--- config.mk ---
export PLATFORM = sky130hd
export DESIGN_NAME = id_ex_stage
export DESIGN_NICKNAME = d
export VERILOG_FILES = /design/src/rtl/id_ex_stage_pkg.sv /design/src/rtl/id_ex_stage_hazard_detect.sv /design/src/rtl/id_ex_stage.sv
export SDC_FILE = /design/constraint.sdc
export NUM_CORES = 1
export LEC_CHECK = 0
export BUFFER_PORTS_ARGS = -buffer_cell sky130_fd_sc_hd__buf_4
export CORE_AREA = 2 2 144 146
export DETAILED_ROUTE_END_ITERATION = 8
export DIE_AREA = 0 0 146 148
export GPL_ROUTABILITY_DRIVEN = 1
export PLACE_DENSITY = 0.73
export SLEW_MARGIN = 20
export SYNTH_ARGS = -nofsm -noshare
export SYNTH_HDL_FRONTEND = slang
export SYNTH_SLANG_ARGS = --single-unit
--- constraint.sdc ---
create_clock -name CLOCK -period 4.2 [get_ports CLOCK]
set_clock_uncertainty 0.2 [all_clocks]
set_input_delay 0.42 -clock CLOCK [delete_from_list [all_inputs] [get_ports CLOCK]]
set_output_delay 0.42 -clock CLOCK [all_outputs]
set_load 0.01 [all_outputs]
--- src/rtl/id_ex_stage_pkg.sv ---
// Shared definitions for the ID/EX pipeline register: MIPS opcode/funct
// constants, the counter-width default and the registered payload layout.
package id_ex_stage_pkg;

    localparam int CNT_W_DEFAULT = 16;

    localparam logic [5:0] OP_RTYPE  = 6'b000000;
    localparam logic [5:0] OP_LW     = 6'b100011;
    localparam logic [5:0] OP_SW     = 6'b101011;
    localparam logic [5:0] OP_BEQ    = 6'b000100;
    localparam logic [5:0] OP_BNE    = 6'b000101;
    localparam logic [5:0] OP_J      = 6'b000010;
    localparam logic [5:0] OP_JAL    = 6'b000011;
    localparam logic [5:0] OP_ADDI   = 6'b001000;
    localparam logic [5:0] FUNCT_ADD = 6'b100000;

    // Everything that crosses ID->EX; a bubble is simply the all-zero value.
    typedef struct packed {
        logic        reg_write;
        logic        mem_to_reg;
        logic        mem_write;
        logic        branch;
        logic        jump;
        logic        alu_src;
        logic        reg_dst;
        logic [5:0]  opcode;
        logic [5:0]  funct;
        logic [4:0]  rs;
        logic [4:0]  rt;
        logic [4:0]  rd;
        logic [4:0]  shamt;
        logic [31:0] reg_a;
        logic [31:0] reg_b;
        logic [31:0] se_imme;
        logic [31:0] pc_add4;
    } id_ex_t;

endpackage

--- src/rtl/id_ex_stage_hazard_detect.sv ---
// Combinational load-use detector: a load in EX whose destination is read by
// the instruction in ID forces one bubble, unless a redirect kills ID anyway.
module hazard_detect (
    input  logic       valid_e_i,
    input  logic       mem_to_reg_e_i,
    input  logic [4:0] rt_e_i,
    input  logic [4:0] rs_d_i,
    input  logic [4:0] rt_d_i,
    input  logic       reg_dst_d_i,
    input  logic       mem_write_d_i,
    input  logic       branch_d_i,
    input  logic       flush_i,
    output logic       stall_o
);

    logic uses_rt_d;
    logic rt_match;

    assign uses_rt_d = reg_dst_d_i | mem_write_d_i | branch_d_i;
    assign rt_match  = (rt_e_i == rs_d_i) | (uses_rt_d & (rt_e_i == rt_d_i));

    // $0 is hardwired to zero, so a load targeting it never creates a dependence.
    assign stall_o = valid_e_i & mem_to_reg_e_i & (rt_e_i != 5'd0) & rt_match & ~flush_i;

endmodule

--- src/rtl/id_ex_stage.sv ---
// ID/EX pipeline register with load-use bubble insertion, flush handling and
// saturating bubble/flush event counters.
module id_ex_stage
    import id_ex_stage_pkg::*;
#(
    parameter int CNT_W = CNT_W_DEFAULT
) (
    input  logic             CLOCK,
    input  logic             RESET,
    input  logic             RegWrite_D,
    input  logic             MemtoReg_D,
    input  logic             MemWrite_D,
    input  logic             Branch_D,
    input  logic             Jump_D,
    input  logic             ALUSrc_D,
    input  logic             RegDst_D,
    input  logic [5:0]       Opcode_D,
    input  logic [5:0]       Funct_D,
    input  logic [4:0]       rs_D,
    input  logic [4:0]       rt_D,
    input  logic [4:0]       rd_D,
    input  logic [4:0]       shamt_D,
    input  logic [31:0]      regA_data_D,
    input  logic [31:0]      regB_data_D,
    input  logic [31:0]      se_imme_D,
    input  logic [31:0]      PC_add4_D,
    input  logic             Flush_in,
    output logic             RegWrite_E,
    output logic             MemtoReg_E,
    output logic             MemWrite_E,
    output logic             Branch_E,
    output logic             Jump_E,
    output logic             ALUSrc_E,
    output logic             RegDst_E,
    output logic [5:0]       Opcode_E,
    output logic [5:0]       Funct_E,
    output logic [4:0]       rs_E,
    output logic [4:0]       rt_E,
    output logic [4:0]       rd_E,
    output logic [4:0]       shamt_E,
    output logic [31:0]      regA_data_E,
    output logic [31:0]      regB_data_E,
    output logic [31:0]      se_imme_E,
    output logic [31:0]      PC_add4_E,
    output logic             valid_E,
    output logic             Stall_out,
    output logic [CNT_W-1:0] bubble_cnt_out,
    output logic [CNT_W-1:0] flush_cnt_out
);

    id_ex_t            d_bus;
    id_ex_t            ex_d, ex_q;
    logic              valid_d, valid_q;
    logic [CNT_W-1:0]  bubble_cnt_d, bubble_cnt_q;
    logic [CNT_W-1:0]  flush_cnt_d, flush_cnt_q;

    assign d_bus = '{
        reg_write:  RegWrite_D,  mem_to_reg: MemtoReg_D, mem_write: MemWrite_D,
        branch:     Branch_D,    jump:       Jump_D,     alu_src:   ALUSrc_D,
        reg_dst:    RegDst_D,    opcode:     Opcode_D,   funct:     Funct_D,
        rs:         rs_D,        rt:         rt_D,       rd:        rd_D,
        shamt:      shamt_D,     reg_a:      regA_data_D, reg_b:    regB_data_D,
        se_imme:    se_imme_D,   pc_add4:    PC_add4_D
    };

    hazard_detect u_hazard_detect (
        .valid_e_i      (valid_q),
        .mem_to_reg_e_i (ex_q.mem_to_reg),
        .rt_e_i         (ex_q.rt),
        .rs_d_i         (rs_D),
        .rt_d_i         (rt_D),
        .reg_dst_d_i    (RegDst_D),
        .mem_write_d_i  (MemWrite_D),
        .branch_d_i     (Branch_D),
        .flush_i        (Flush_in),
        .stall_o        (Stall_out)
    );

    always_comb begin
        // NOTE: every always_comb target gets a default first so no path leaves it unassigned (no latch).
        ex_d         = d_bus;
        valid_d      = 1'b1;
        bubble_cnt_d = bubble_cnt_q;
        flush_cnt_d  = flush_cnt_q;

        if (Flush_in || Stall_out) begin
            ex_d    = '0;
            valid_d = 1'b0;
        end
        if (Stall_out && (bubble_cnt_q != '1)) begin
            bubble_cnt_d = bubble_cnt_q + CNT_W'(1);
        end
        if (Flush_in && (flush_cnt_q != '1)) begin
            flush_cnt_d = flush_cnt_q + CNT_W'(1);
        end
    end

    // NOTE: sequential state uses non-blocking assignment so all registers update from pre-edge values.
    always_ff @(posedge CLOCK) begin
        if (RESET) begin
            ex_q         <= '0;
            valid_q      <= 1'b0;
            bubble_cnt_q <= '0;
            flush_cnt_q  <= '0;
        end else begin
            ex_q         <= ex_d;
            valid_q      <= valid_d;
            bubble_cnt_q <= bubble_cnt_d;
            flush_cnt_q  <= flush_cnt_d;
        end
    end

    assign RegWrite_E     = ex_q.reg_write;
    assign MemtoReg_E     = ex_q.mem_to_reg;
    assign MemWrite_E     = ex_q.mem_write;
    assign Branch_E       = ex_q.branch;
    assign Jump_E         = ex_q.jump;
    assign ALUSrc_E       = ex_q.alu_src;
    assign RegDst_E       = ex_q.reg_dst;
    assign Opcode_E       = ex_q.opcode;
    assign Funct_E        = ex_q.funct;
    assign rs_E           = ex_q.rs;
    assign rt_E           = ex_q.rt;
    assign rd_E           = ex_q.rd;
    assign shamt_E        = ex_q.shamt;
    assign regA_data_E    = ex_q.reg_a;
    assign regB_data_E    = ex_q.reg_b;
    assign se_imme_E      = ex_q.se_imme;
    assign PC_add4_E      = ex_q.pc_add4;
    assign valid_E        = valid_q;
    assign bubble_cnt_out = bubble_cnt_q;
    assign flush_cnt_out  = flush_cnt_q;

endmodule

==> results of run 1 <==
## cell usage after synthesis (all sizes together), types with 3 or more instances
master,instances,area (um2)
xnor2,4,35.0
o41ai,3,26.3
a21oi,16,80.1
clkbuf,13,51.3
and2,170,1060
buf,16,85.1
dfxtp,200,4000
nand3,8,40.0
or3,7,43.8
xor2,15,131
and3,4,25.0
nand2,11,41.3
inv,4,15.0
nor3,8,40.0
o31ai,5,37.5
o21ai,10,50.1
or4,9,67.6
nor2,24,90.1
nor4,4,25.0
nand4,17,106
and4,6,52.6
## metal layers
metal	GRT usage (%)	wire [um]
met5	0	0
met1	21.9	8200
met2	37.6	12300
met3	6.98	1820
met4	9.32	830
## power by group through the flow
stage                     combinational, mW  clock, mW  sequential (mW)
after detailed placement              0.362          0             2.03
after CTS                             0.489       1.70             1.99
final                                 0.497       1.66             1.99
after global routing                  0.530       1.78             1.99
after floorplan                      0.0810          0             2.06
after global placement                0.357          0             2.03
## cell families after synthesis
group / count (synthesis)
AND/OR/NAND/NOR: 278
flip-flops: 200
AO/OA/AOI/OAI: 44
buffers and inverters: 33
XOR/XNOR: 19
multiplexers: 3
adder cells (fa/ha/maj): 2
## critical path, cell delays in order
cell           delay [ns]
dlygate4sd3_1        0.55
buf_4                0.14
xor2_1               0.14
nor4_1               0.26
a22oi_1              0.13
buf_4                0.24
nor3_1               0.30
buf_4                0.20
## through the flow
| stage | instances | worst slack, ns |
|---|---|---|
| floorplan | 579 | 2.09 |
| global placement | 1193 | 1.49 |
| detailed placement | 1193 | 1.51 |
| CTS | 1386 | 1.14 |
| global route | 1387 | 0.977 |
| finish | 1387 | 1.19 |
## worst paths after layout
| kind | from | endpoint | slack [ns] | cells after the start |
|---|---|---|---|---|
| setup / recovery | rt_D[4] | Stall_out | 1.19 | 8 |
| hold / removal | se_imme_D[0] | se_imme_E[0] | 0.03 | 2 |
| setup reg to reg | rt_E[0] | PC_add4_E[22] | 1.79 | 7 |
| hold reg to reg | bubble_cnt_out[9] | bubble_cnt_out[9] | 0.31 | 2 |
## registers in the layout, summed over array words and instances, names as in the netlist, 6 cells and up
register	count
Funct_E	6
Opcode_E	6
PC_add4_E	32
bubble_cnt_out	16
flush_cnt_out	16
regA_data_E	32
regB_data_E	32
se_imme_E	32
## final cells by class
cell class	instances	area [um2]	share of cell area [%]
clock inverters	14	171	1.48
inverters	4	15.0	0.130
flip-flops and latches	200	4000	34.6
multi-input cells	346	2190	18.9
repair buffers	534	4420	38.2
well taps	270	338	2.92
diodes	1	2.50	0.0216
clock buffers	18	439	3.79
==> results by group, run 1 <==
Outcome
  – Status: complete, no violations

CTS
  – Clock Latency Late Sink: roughly 0.43 ns
  – Setup bufs post-CTS: 0
  – H-Tree Depth: 4
  – Root cell of the clock tree: clkbuf_16
  – Max Root-Sink Buffers: 2
  – CTS tree: yes
  – Sink Count: 200
  – PostCTS Resize Cnt: 0
  – Clock-pin transition on the worst setup and hold timing paths: around 0.08 ns
  – Cts bufs inserted: 17
  – Hold buffers post-CTS: around 160

Cells and area
  – Layout fillers: 1611
  – Final instance area: 0.0116 mm2
  – Share of cells above drive strength 1: a little under two fifths
  – Commonest cells after routing, fill and taps aside: 372 x buf_4, 200 x dfxtp_1, 170 x and2_1
  – Growth of design area from synthesis to finish: 82.8%
  – Most common cell after layout, fill and taps aside: buf_4
  – Post-Route Utilization: 57.8%
  – Fin nets: 1275

Timing
  – Achievable Freq: 332 MHz
  – Final slew viol count: 0
  – Final setup TNS: 0 ns
  – Tmin final: 3.01 ns
  – Final Hold Slack: 0.0323 ns
  – Worst slew pin tran: 0.459 ns
  – Tcrit/Tclk final: 71.7%
  – Setup-failing EPs final: 0
  – RSZ-0062 raised after global routing: false
  – Final Hold Viols: 0
  – Slew headroom: between 60% and 70%

Critical path
  – CP Data Required Time: between 3 and 4 ns
  – Critical Path Fanout Max: 31
  – Startpoint Class: input pin
  – Crit Path Class: input pin to output pin
  – Worst Path Arrival: approximately 2.4 ns
  – Setup crit end kind: output pin

Power
  – Static leakage: 5.32 nW
  – Pwr dens: 358 mW/mm2
  – Sw Ratio: between 20% and 30%
  – Int Pwr: 3.10 mW
  – Maximum VDD drop: 254 uV
  – Comb power frac: 12.0%
  – Power, Total: 4.15 mW
  – Clock power frac: 40.0%
  – Reg power frac: between 40% and 50%
  – Switching power: around 1.0 mW

Placed design
  – PortBufs: 370
  – Post-DP HPWL: 14400 um
  – GPL Wtd Cong: 0.799
  – Placed Area: 0.00936 mm2

Routing
  – Routed length per placed instance: between 15 and 20 um
  – Initial drt markers: 310
  – Final ANT Viol Nets: 0
  – DRC: 0
  – Vias/cell: 4.47
  – TritonRoute pass-1 iters: 5
  – WL final: 23200 um
  – Routed vias: 6201

Synthesis
  – Compound-cell area share of the yosys netlist: roughly 4.4%
  – Post-Syn Area: 0.00634 mm2
  – Post-synth EDFFs: 0
  – Seq/Total Area, Yosys: about 63%
  – Count of state elements after synthesis: 200
  – Post-synthesis simple-gate area fraction: between 20% and 30%
  – Syn Nets: 751
  – Largest family of logic cells by synthesized area: simple AND/OR/NAND/NOR gates
  – Synth Area in XOR/XNOR: 2.63%
  – Synthesized area per cell: 10.9 um2
  – Library cells used by synthesis: 42
  – Adder-cell area share of the yosys netlist: 0.395%
  – Multiplexer share of the synthesized area: less than 1%
  – Syn Inst Count: 579
  – Asr flop ratio synth: 0%
  – Top FF cell, synth: dfxtp_1
  – Yosys warns: 0

Die
  – Core area: 0.0200 mm2
  – Full die area: 0.0216 mm2
  – Die Ht: 148 um
  – Ports: 371
  – Initial Util: 31.6%
  – Die width: 146 um
  – Cell Rows: 52

Global routing
  – Global-route wire length before repair: about 35000 um
  – Grt total ovfl: 0
  – Total global-route track usage: 20.8%
  – Antenna violations before repair: 1
  – Number of global-route vias before repair: approximately 6300
  – Pin count of the biggest net entering global routing: 109

Flow run
  – Max Cap Viol: 0

Min path
  – Hold WC Path Type: input pin to flip-flop
(Power assumes the default switching activity.)
==> run 2: changes to the inputs <==
ABC_AREA = 1   (was default)
CORE_AREA = 2 2 145 147   (was 2 2 144 146)
DIE_AREA = 0 0 147 149   (was 0 0 146 148)
PLACE_DENSITY = 0.77   (was 0.73)
clock period = 2.6 ns   (was 4.2 ns; I/O delays follow)
==> run 2 against run 1 <==
Register-to-register slack got worse by 1.3 ns. Critical path depth is 3 higher. Hold slack gained 0.022 ns. Clock power increased by 58%. Flip-flop and latch count did not move. Synthesized cell count grew 46%. Critical endpoint unchanged. Sequential power up 61%. Count of clock-buffer cells in the layout unchanged. Routed wire length grew 3.3%. Highest routed layer unchanged. Worst setup slack got worse by 0.95 ns. Via count grew 14%. Synthesized area rose by 6.0%.
==> results by group, run 2 <==
Timing
  – Final Hold Viols: 0
  – Final Hold Slack: 0.0548 ns
  – RSZ-0062 raised after global routing: false
  – Achievable Freq: around 420 MHz
  – Slew headroom: between 70 and 80%
  – Final setup TNS: 0 ns
  – Tcrit/Tclk final: 91.0%
  – Final slew viol count: 0
  – Worst slew pin tran: around 0.35 ns
  – Tmin final: 2.36 ns
  – Setup-failing EPs final: 0

Global routing
  – Total global-route track usage: 21.2%
  – Grt total ovfl: 0
  – Global-route wire length before repair: between 30000 and 40000 um
  – Number of global-route vias before repair: 7333
  – Antenna violations before repair: 1
  – Pin count of the biggest net entering global routing: between 50 and 60

Critical path
  – Crit Path Class: input pin to output pin
  – Critical Path Fanout Max: 8
  – Worst Path Arrival: 1.90 ns
  – CP Data Required Time: approximately 2.1 ns
  – Startpoint Class: input pin
  – Cell class contributing the biggest share of worst-path delay: buffers and inverters
  – CP peak stage delay: 0.55 ns
  – Setup crit end kind: output pin
  – Buf/Inv on CP: 5
  – Crit-path cells: dlygate4sd3_1 -> buf_4 -> inv_1 -> nand2_1 -> nand2_1 -> nor2_1 -> nand3_1 -> nand2_2 -> nand3_2 -> inv_1 -> buf_4
  – CP max-delay cell: dlygate4sd3_1

Synthesis
  – Post-Syn Area: 0.00671 mm2
  – Syn Inst Count: ~850
  – Library cell with the largest summed area after synthesis: dfxtp_1
  – Post-synth EDFFs: 0
  – Asr flop ratio synth: 0%
  – Seq/Total Area, Yosys: 59.6%
  – Top FF cell, synth: dfxtp_1
  – Synthesized area per cell: 7.95 um2
  – Count of state elements after synthesis: 200
  – Syn Nets: 1017
  – Synth cell count leaders: 223 x nor2_1, 211 x inv_1, 200 x dfxtp_1
  – Yosys warns: 0
  – Synth top area share: between 50% and 60%
  – Main area contributors after synthesis: dfxtp_1 60%, nor2_1 12%, inv_1 12%
  – Count leader, synth: nor2_1
  – Library cells used by synthesis: 32

Die
  – Cell Rows: 53
  – Die Ht: ~150 um
  – Initial Util: about a third
  – Full die area: 0.0219 mm2
  – Die width: 147 um
  – Core area: 0.0206 mm2
  – Ports: 371

Cells and area
  – Most common cell after layout, fill and taps aside: buf_4
  – Growth of design area from synthesis to finish: 78.8%
  – Fin nets: 1556
  – Area of the multi-input gates: 0.00174 mm2
  – Commonest cells after routing, fill and taps aside: 373 x buf_4, 223 x nor2_1, 211 x inv_1
  – Layout fillers: about 1700
  – Reg area: 0.00400 mm2
  – Share of cells above drive strength 1: a little under a third

Routing
  – DRC: 0
  – Final ANT Viol Nets: 0
  – WL final: 23900 um
  – Vias/cell: between 4 and 5
  – Routed vias: 7074
  – TritonRoute pass-1 iters: 4
  – Initial drt markers: 241
  – Routed length per placed instance: 14.3 um

Placed design
  – GPL Wtd Cong: ~0.87
  – Post-DP HPWL: 14700 um
  – PortBufs: 370

CTS
  – Clock Latency Late Sink: about 0.42 ns
  – CTS tree: yes
  – H-Tree Depth: 4
  – Clock-pin transition on the worst setup and hold timing paths: 0.07 ns
  – Root cell of the clock tree: clkbuf_16
  – Sink Count: 200
  – Cts bufs inserted: 17
  – PostCTS Resize Cnt: 0
  – Max Root-Sink Buffers: 2

Outcome
  – Status: complete, no violations

Power
  – Maximum VDD drop: around 440 uV
  – Pwr dens: 558 mW/mm2
  – Static leakage: 6.34 nW
  – Power, Total: about 6.7 mW

Min path
  – Hold WC Path Type: input pin to flip-flop

Flow run
  – Max Cap Viol: 0
==> run 2: cell families (layout without fill, tap and decap cells) <==
logic type / count (synthesis) / in the layout / share of synthesized area, %
AND/OR/NAND/NOR: 370 / 370 / 22.5
buffers and inverters: 240 / 792 / 14.6
flip-flops: 200 / 200 / 59.6
AO/OA/AOI/OAI: 26 / 26 / 2.03
XOR/XNOR: 7 / 7 / 0.913
adder cells (fa/ha/maj): 2 / 2 / 0.373
other: 0 / 1 / 0
==> run 2: per-stage QoR <==
step / worst slack, ns / area, um2 / util [%] / cells
after floorplan: 0.848 / 6710 / - / 845
after global placement: 0.620 / 9740 / 47.4 / 1472
after detailed placement: 0.543 / 9740 / 47.4 / 1472
after CTS: 0.301 / 12000 / 58.4 / 1672
after global routing: 0.134 / 12000 / 58.4 / 1673
final: 0.235 / 12000 / 58.4 / 1673
==> run 2: path summary, 6_finish.rpt <==
check / start / endpoint / slack [ns] / depth (start not counted)
worst max-delay path: rs_D[3] / Stall_out / 0.24 / 11
worst min-delay path: Flush_in / flush_cnt_out[12] / 0.05 / 3
worst max register to register: rt_E[3] / Opcode_E[1] / 0.50 / 10
worst min register to register: flush_cnt_out[14] / flush_cnt_out[14] / 0.27 / 2
==> run 2: metal layers <==
metal | up-vias | global-route usage, % | part of all wire [%]
met5 | - | 0 | 0
met4 | 0 | 10.0 | 4.1
met3 | 65 | 6.27 | 6.4
met2 | 272 | 38.8 | 52
met1 | 3258 | 22.4 | 37
li1 | 3479 | - | -
==> run 2: worst register-to-register path, cell delays in order (launching register included) <==
cell and delay (ns):
dfxtp_1 0.41, inv_2 0.07, nand2_1 0.06, nand2_1 0.06, nor2_1 0.13, nand3_1 0.11, nand2_2 0.14, nand2_1 0.12
nand3_4 0.24, buf_4 0.35, nor2_1 0.11
==> run 2: area by class of cell <==
type	instances	share of cell area [%]
antenna	1	0.0208
clock buffer	18	3.57
clock inverter	14	1.25
inverter	217	6.78
multi-input combinational	405	14.5
sequential	200	33.3
tap	275	2.87
timing repair buffer	543	37.7
==> run 2: report_power, final <==
group / internal [mW] / switching [mW]
sequential: 3.17 / 0.0405
clock: 1.29 / 1.33
combinational: 0.512 / 0.356
total: 4.97 / 1.73
==> run 2: repair_timing <==
| action | in CTS | in global routing |
|---|---|---|
| hold buffers | 168 | 0 |
| endpoints found under the setup margin | 0 | 0 |
| buffers inserted | 0 | 0 |
| endpoints found under the hold margin | 175 | 0 |
